--- config.mk ---
export PLATFORM = sky130hd
export DESIGN_NAME = multicycle_controller
export DESIGN_NICKNAME = d
export VERILOG_FILES = /design/src/rtl/opcodes.sv /design/src/rtl/alu_decode.sv /design/src/rtl/multicycle_controller.sv
export SDC_FILE = /design/constraint.sdc
export NUM_CORES = 1
export LEC_CHECK = 0
export CAP_MARGIN = 20
export CORE_ASPECT_RATIO = 1.5
export CORE_UTILIZATION = 47
export CTS_BUF_LIST = sky130_fd_sc_hd__clkbuf_2
export DETAILED_ROUTE_END_ITERATION = 6
export PLACE_DENSITY_LB_ADDON = 0.12
export SLEW_MARGIN = 20
export SYNTH_ARGS = -nofsm -noshare
export SYNTH_HDL_FRONTEND = slang
export SYNTH_SLANG_ARGS = --single-unit
--- constraint.sdc ---
create_clock -name clk -period 2.5 [get_ports clk]
set_input_delay 0.5 -clock clk [delete_from_list [all_inputs] [get_ports clk]]
set_output_delay 0.5 -clock clk [all_outputs]
set_load 0.005 [all_outputs]
--- src/rtl/opcodes.sv ---
// RV32I opcode map plus the select encodings shared by the multi-cycle controller
// and its ALU decoder.
package opcodes;

    localparam logic [6:0] OPC_LUI    = 7'b0110111;
    localparam logic [6:0] OPC_AUIPC  = 7'b0010111;
    localparam logic [6:0] OPC_JAL    = 7'b1101111;
    localparam logic [6:0] OPC_JALR   = 7'b1100111;
    localparam logic [6:0] OPC_BRANCH = 7'b1100011;
    localparam logic [6:0] OPC_LOAD   = 7'b0000011;
    localparam logic [6:0] OPC_STORE  = 7'b0100011;
    localparam logic [6:0] OPC_OPIMM  = 7'b0010011;
    localparam logic [6:0] OPC_OP     = 7'b0110011;

    localparam logic [6:0] FUNCT7_MULDIV = 7'b0000001;

    localparam logic [1:0] RWSEL_ALU = 2'd0;
    localparam logic [1:0] RWSEL_MEM = 2'd1;
    localparam logic [1:0] RWSEL_PC4 = 2'd2;
    localparam logic [1:0] RWSEL_MD  = 2'd3;

    localparam logic [1:0] PCSEL_PC4  = 2'd0;
    localparam logic [1:0] PCSEL_JUMP = 2'd1;

    localparam logic [3:0] ALU_ADD  = 4'b0000;
    localparam logic [3:0] ALU_SUB  = 4'b1000;
    localparam logic [3:0] ALU_SLT  = 4'b0010;
    localparam logic [3:0] ALU_SLTU = 4'b0011;

    typedef enum logic [2:0] {
        FETCH  = 3'd0,
        DECODE = 3'd1,
        EXEC   = 3'd2,
        MEM    = 3'd3,
        MDWAIT = 3'd4,
        WB     = 3'd5,
        TRAP   = 3'd6
    } ctl_state_t;

endpackage

--- src/rtl/alu_decode.sv ---
// Combinational instruction decode: datapath selects and the legality flag.
// Selects depend only on the instruction register, so they hold steady from DECODE on.
module alu_decode
    import opcodes::*;
#(
    parameter bit MULDIV = 1'b0
) (
    input  logic [6:0] opcode,
    input  logic [2:0] funct3,
    input  logic [6:0] funct7,
    output logic [3:0] aluctl,
    output logic       asel,
    output logic       bsel,
    output logic [1:0] rwsel,
    output logic [1:0] pcsel,
    output logic [1:0] memwidth,
    output logic       memsext,
    output logic       legal
);

    always_comb begin
        aluctl   = ALU_ADD;
        asel     = 1'b0;
        bsel     = 1'b1;
        rwsel    = RWSEL_ALU;
        pcsel    = PCSEL_PC4;
        memwidth = funct3[1:0];
        memsext  = ~funct3[2];
        legal    = 1'b1;
        case (opcode)
            OPC_OP: begin
                bsel   = 1'b0;
                aluctl = {funct7[5], funct3};
                if (funct7 == FUNCT7_MULDIV) begin
                    legal = MULDIV;
                    rwsel = MULDIV ? RWSEL_MD : RWSEL_ALU;
                end
            end
            // Only shifts read imm[10]; otherwise ADDI with a large immediate would become SUB.
            OPC_OPIMM: aluctl = {(funct3 == 3'b101) ? funct7[5] : 1'b0, funct3};
            OPC_LOAD: begin
                rwsel = RWSEL_MEM;
                legal = (funct3 != 3'b011) && (funct3 != 3'b110) && (funct3 != 3'b111);
            end
            OPC_STORE: legal = ~funct3[2] && (funct3[1:0] != 2'b11);
            OPC_LUI:   ;
            OPC_AUIPC: asel = 1'b1;
            OPC_JAL: begin
                asel  = 1'b1;
                pcsel = PCSEL_JUMP;
                rwsel = RWSEL_PC4;
            end
            OPC_JALR: begin
                pcsel = PCSEL_JUMP;
                rwsel = RWSEL_PC4;
            end
            // pcsel[0]=1 takes the branch when the ALU result is non-zero.
            OPC_BRANCH: begin
                bsel   = 1'b0;
                pcsel  = {1'b1, funct3[0] ^ funct3[2]};
                aluctl = funct3[2] ? {3'b001, funct3[1]} : ALU_SUB;
                legal  = (funct3[2:1] != 2'b01);
            end
            default: legal = 1'b0;
        endcase
    end

endmodule

--- src/rtl/multicycle_controller.sv ---
// Multi-cycle sequencing FSM for the RV32I core: one shared memory port, req/ready
// handshake, optional mul/div handshake, and the retired-instruction counter.
module multicycle_controller
    import opcodes::*;
#(
    parameter bit MULDIV  = 1'b0,
    parameter int COUNT_W = 32
) (
    input  logic               clk,
    input  logic               rst,
    input  logic [6:0]         opcode,
    input  logic [2:0]         funct3,
    input  logic [6:0]         funct7,
    input  logic               mem_ready,
    input  logic               md_done,
    output logic               mem_req,
    output logic               mem_we,
    output logic               mem_ifetch,
    output logic [1:0]         memwidth,
    output logic               memsext,
    output logic [3:0]         aluctl,
    output logic               asel,
    output logic               bsel,
    output logic [1:0]         rwsel,
    output logic [1:0]         pcsel,
    output logic               irwrite,
    output logic               pcwrite,
    output logic               regw,
    output logic               md_start,
    output logic               trap,
    output logic [COUNT_W-1:0] instret,
    output ctl_state_t         state
);

    // Memory handshake: mem_req is held with stable mem_we/mem_ifetch until the
    // cycle mem_ready is seen; that cycle completes the access. mem_ready while
    // mem_req=0 has no effect.

    ctl_state_t state_q, state_d;
    logic       legal;
    logic       is_branch, is_load, is_store, is_md;
    logic       req_c, we_c, ifetch_c, irwrite_c, pcwrite_c, regw_c, mdstart_c;

    alu_decode #(.MULDIV(MULDIV)) u_alu_decode (
        .opcode   (opcode),
        .funct3   (funct3),
        .funct7   (funct7),
        .aluctl   (aluctl),
        .asel     (asel),
        .bsel     (bsel),
        .rwsel    (rwsel),
        .pcsel    (pcsel),
        .memwidth (memwidth),
        .memsext  (memsext),
        .legal    (legal)
    );

    assign is_branch = (opcode == OPC_BRANCH);
    assign is_load   = (opcode == OPC_LOAD);
    assign is_store  = (opcode == OPC_STORE);
    assign is_md     = MULDIV && (opcode == OPC_OP) && (funct7 == FUNCT7_MULDIV);

    always_comb begin
        state_d   = state_q;
        req_c     = 1'b0;
        we_c      = 1'b0;
        ifetch_c  = 1'b0;
        irwrite_c = 1'b0;
        pcwrite_c = 1'b0;
        regw_c    = 1'b0;
        mdstart_c = 1'b0;
        case (state_q)
            FETCH: begin
                req_c    = 1'b1;
                ifetch_c = 1'b1;
                if (mem_ready) begin
                    irwrite_c = 1'b1;
                    state_d   = DECODE;
                end
            end
            DECODE: state_d = legal ? EXEC : TRAP;
            EXEC: begin
                if (is_branch) begin
                    pcwrite_c = 1'b1;
                    state_d   = FETCH;
                end else if (is_load || is_store) begin
                    state_d = MEM;
                end else if (is_md) begin
                    mdstart_c = 1'b1;
                    state_d   = MDWAIT;
                end else begin
                    state_d = WB;
                end
            end
            MEM: begin
                req_c = 1'b1;
                we_c  = is_store;
                if (mem_ready) begin
                    pcwrite_c = is_store;
                    state_d   = is_store ? FETCH : WB;
                end
            end
            MDWAIT: if (md_done) state_d = WB;
            WB: begin
                regw_c    = 1'b1;
                pcwrite_c = 1'b1;
                state_d   = FETCH;
            end
            TRAP:    state_d = TRAP;
            default: state_d = FETCH;
        endcase
    end

    // Reset masks every strobe in the same cycle, abandoning any pending request.
    assign mem_req    = req_c & ~rst;
    assign mem_we     = we_c & ~rst;
    assign mem_ifetch = ifetch_c & ~rst;
    assign irwrite    = irwrite_c & ~rst;
    assign pcwrite    = pcwrite_c & ~rst;
    assign regw       = regw_c & ~rst;
    assign md_start   = mdstart_c & ~rst;
    assign trap       = (state_q == TRAP) & ~rst;
    assign state      = state_q;

    always_ff @(posedge clk) begin
        if (rst) begin
            state_q <= FETCH;
            instret <= '0;
        end else begin
            state_q <= state_d;
            if (pcwrite) instret <= instret + COUNT_W'(1);
        end
    end

endmodule
==> results.txt <==
status -> completed
FFs w/ async S/R, synth -> 0%
first-pass GRT wire length -> 9930 um
clk_skew -> 0.00491 ns
initial drt markers -> 113
crit path time final -> 2.43 ns
drt first pass iters -> 4
vias post-DR -> 2507
sequential cell area fraction in the yosys report -> 30.8%
most frequent cells after synthesis -> 35 x dfxtp_1, 33 x nor2_1, 21 x xnor2_1
Synth cell types -> 55
Rows -> 30
Die Span Y -> 87.2 um
maximum VDD drop -> 0.329 mV
crit path kind -> in -> out
largest cells by area after synthesis -> dfxtp_1 31%, xnor2_1 8.1%, a2111oi_2 5.9%
WP data required -> 2.00 ns
Mapped Cells -> 279
GRT overflow -> 0
Synth Warn # -> 0
cell leakage power -> 1.18 nW
Hold Path Class -> reg -> reg
hold buffers post-CTS -> 0
clk sink count -> 35
Routed WL per cell -> 14.9 um
Final setup viols -> 0
fraction of layout cells with a size suffix above 1 -> 17.4%
Fin. Hold Viols -> 0
Area growth syn-to-layout -> 46.3%
antenna violations before repair -> 0
Mapped Nets -> 301
Synth Area in Adders -> 0.990%
clock tree from TritonCTS -> built
PwrDens -> 384 nW/um^2
Die Area -> 5130 sq um
Main synth FF type -> dfxtp_1
I/O pins -> 77
post-synthesis mux area share -> 0.440%
DRC viols -> 0
vias in the first global route -> 2191
endpoint class of the critical path -> output port
TritonCTS Buffers -> 5
Worst-path clk slew -> 0.17 ns
Final Max Slew Viols -> 0
count leader, synth -> dfxtp_1
synthesized cell area -> 2270 sq um
dominant cell type by area after synthesis -> dfxtp_1
CP Max Fanout -> 5
routability cong. -> 0.855
CTS H-Tree Depth -> 2
period utilisation layout -> 97.1%
Die W -> 58.8 um
Fin Hold WS -> 0.531 ns
post-synthesis register bit count -> 35
Worst EP arrival -> 1.93 ns
RSZ-0062 raised after global routing -> false
Final #Nets -> 394
hpwl dp -> 4750 um
Clk Latency, worst-skew pair -> 0.38 ns
Core Area -> 4580 sq um
Starting Density -> 49.7%
final wirelength -> 6510 um
slack of the critical path -> 0.0713 ns
deepest clock path buffer count -> 2
Diodes inserted -> 0
post-synthesis compound-gate area fraction -> 22.5%
main combinational cell family by area after synthesis -> simple AND/OR/NAND/NOR gates
DP Worst Slack -> -0.288 ns
post-synthesis simple-gate area fraction -> 29.6%
largest net degree at the start of global routing -> 32
vias per cell -> 5.74
Worst setup SP type -> input port
Mapped Avg Cell Area -> 8.15 sq um
maxcap violations -> 0
Post-DRT Antenna Nets -> 0
max frequency -> 412 MHz
root buf cell -> clkbuf_2
xor/xnor share of the synthesized area -> 8.86%
GRT Util Overall -> 25.0%
top cell type's share of synthesized area -> 30.8%
Post-synth EDFFs -> 0
port bufs -> 75
==> sequential cells by signal, indices dropped and copies added (netlist names) <==
name,flops
instret,32
state,3
==> cell usage in the layout (no fill, tap or decap), types with 4 or more instances in the layout <==
master,count
nor4_1,5
dlygate4sd2_1,9
and4_1,6
a2111oi_2,9
clkbuf_2,6
nand2_1,16
xnor2_1,21
nor2_1,33
a21oi_1,19
clkdlybuf4s50_1,63
nor2b_1,4
nand4_1,14
buf_4,33
and3_1,4
or4_1,5
o21ai_0,6
dfxtp_1,33
nand3_1,13
o31ai_1,6
inv_1,9
==> cell families after synthesis <==
| group | after synthesis |
|---|---|
| AND/OR/NAND/NOR | 121 |
| buffers and inverters | 31 |
| XOR/XNOR | 23 |
| adder cells (fa/ha/maj) | 2 |
| AO/OA/AOI/OAI | 65 |
| multiplexers | 1 |
| other | 1 |
| flip-flops | 35 |
==> metal layers <==
metal	track usage [%]	vias up	part of all wire, %
met1	27.9	1196	40
met5	0	-	0
li1	-	1223	-
met2	44.0	73	54
met3	4.16	15	3.8
met4	13.9	0	2.9
==> final timing paths <==
check	startpoint	to	slack, ns	cells after the start
max	opcode[2]	pcsel[1]	0.07	6
min	instret[26]$_SDFFE_PP0P_	instret[26]$_SDFFE_PP0P_	0.53	2
max reg2reg	state[1]$_SDFFE_PP0P_	instret[21]$_SDFFE_PP0P_	0.40	7
min reg2reg	instret[26]$_SDFFE_PP0P_	instret[26]$_SDFFE_PP0P_	0.53	2
==> worst max-delay path: stages <==
cell and delay (ns):
dlygate4sd2_1 0.29, and4bb_4 0.39, nand2_4 0.07, inv_1 0.08, buf_4 0.12, clkdlybuf4s50_1 0.49
==> area by class of cell <==
class / instances / area (sq um)
clock inverters: 2 / 7.51
clock buffers: 6 / 30.0
repair buffers: 108 / 992
multi-input cells: 213 / 1480
fillers: 403 / 1250
flip-flops and latches: 35 / 703
well taps: 64 / 80.1
inverters: 9 / 33.8
==> stage by stage <==
stage	TNS (ns)	area [sq um]	power, W	util (%)	cells
after detailed placement	-2.47	3210	0.00101	70.2	426
after global routing	0	3330	0.00134	72.7	437
after floorplan	0	2270	0.000811	-	279
final	0	3330	0.00128	72.7	437
after CTS	-0.0876	3280	0.00127	71.5	435
after global placement	-2.16	3210	0.00101	70.2	426
==> report_power, final <==
part	switching (W)	leakage [nW]	internal [W]	total, W
sequential	0.0000340	0.283	0.000582	0.000616
combinational	0.000186	0.867	0.000217	0.000403
clock	0.000192	0.0281	0.0000673	0.000259
==> timing repair <==
action,4_1_cts,5_1_grt
endpoints found under the setup margin,9,4
buffers inserted,1,2
cloned,0,0
pin swaps,3,3
endpoints found under the hold margin,0,0
resized for setup,18,9
No activity file was read; power rests on OpenSTA's default activity.
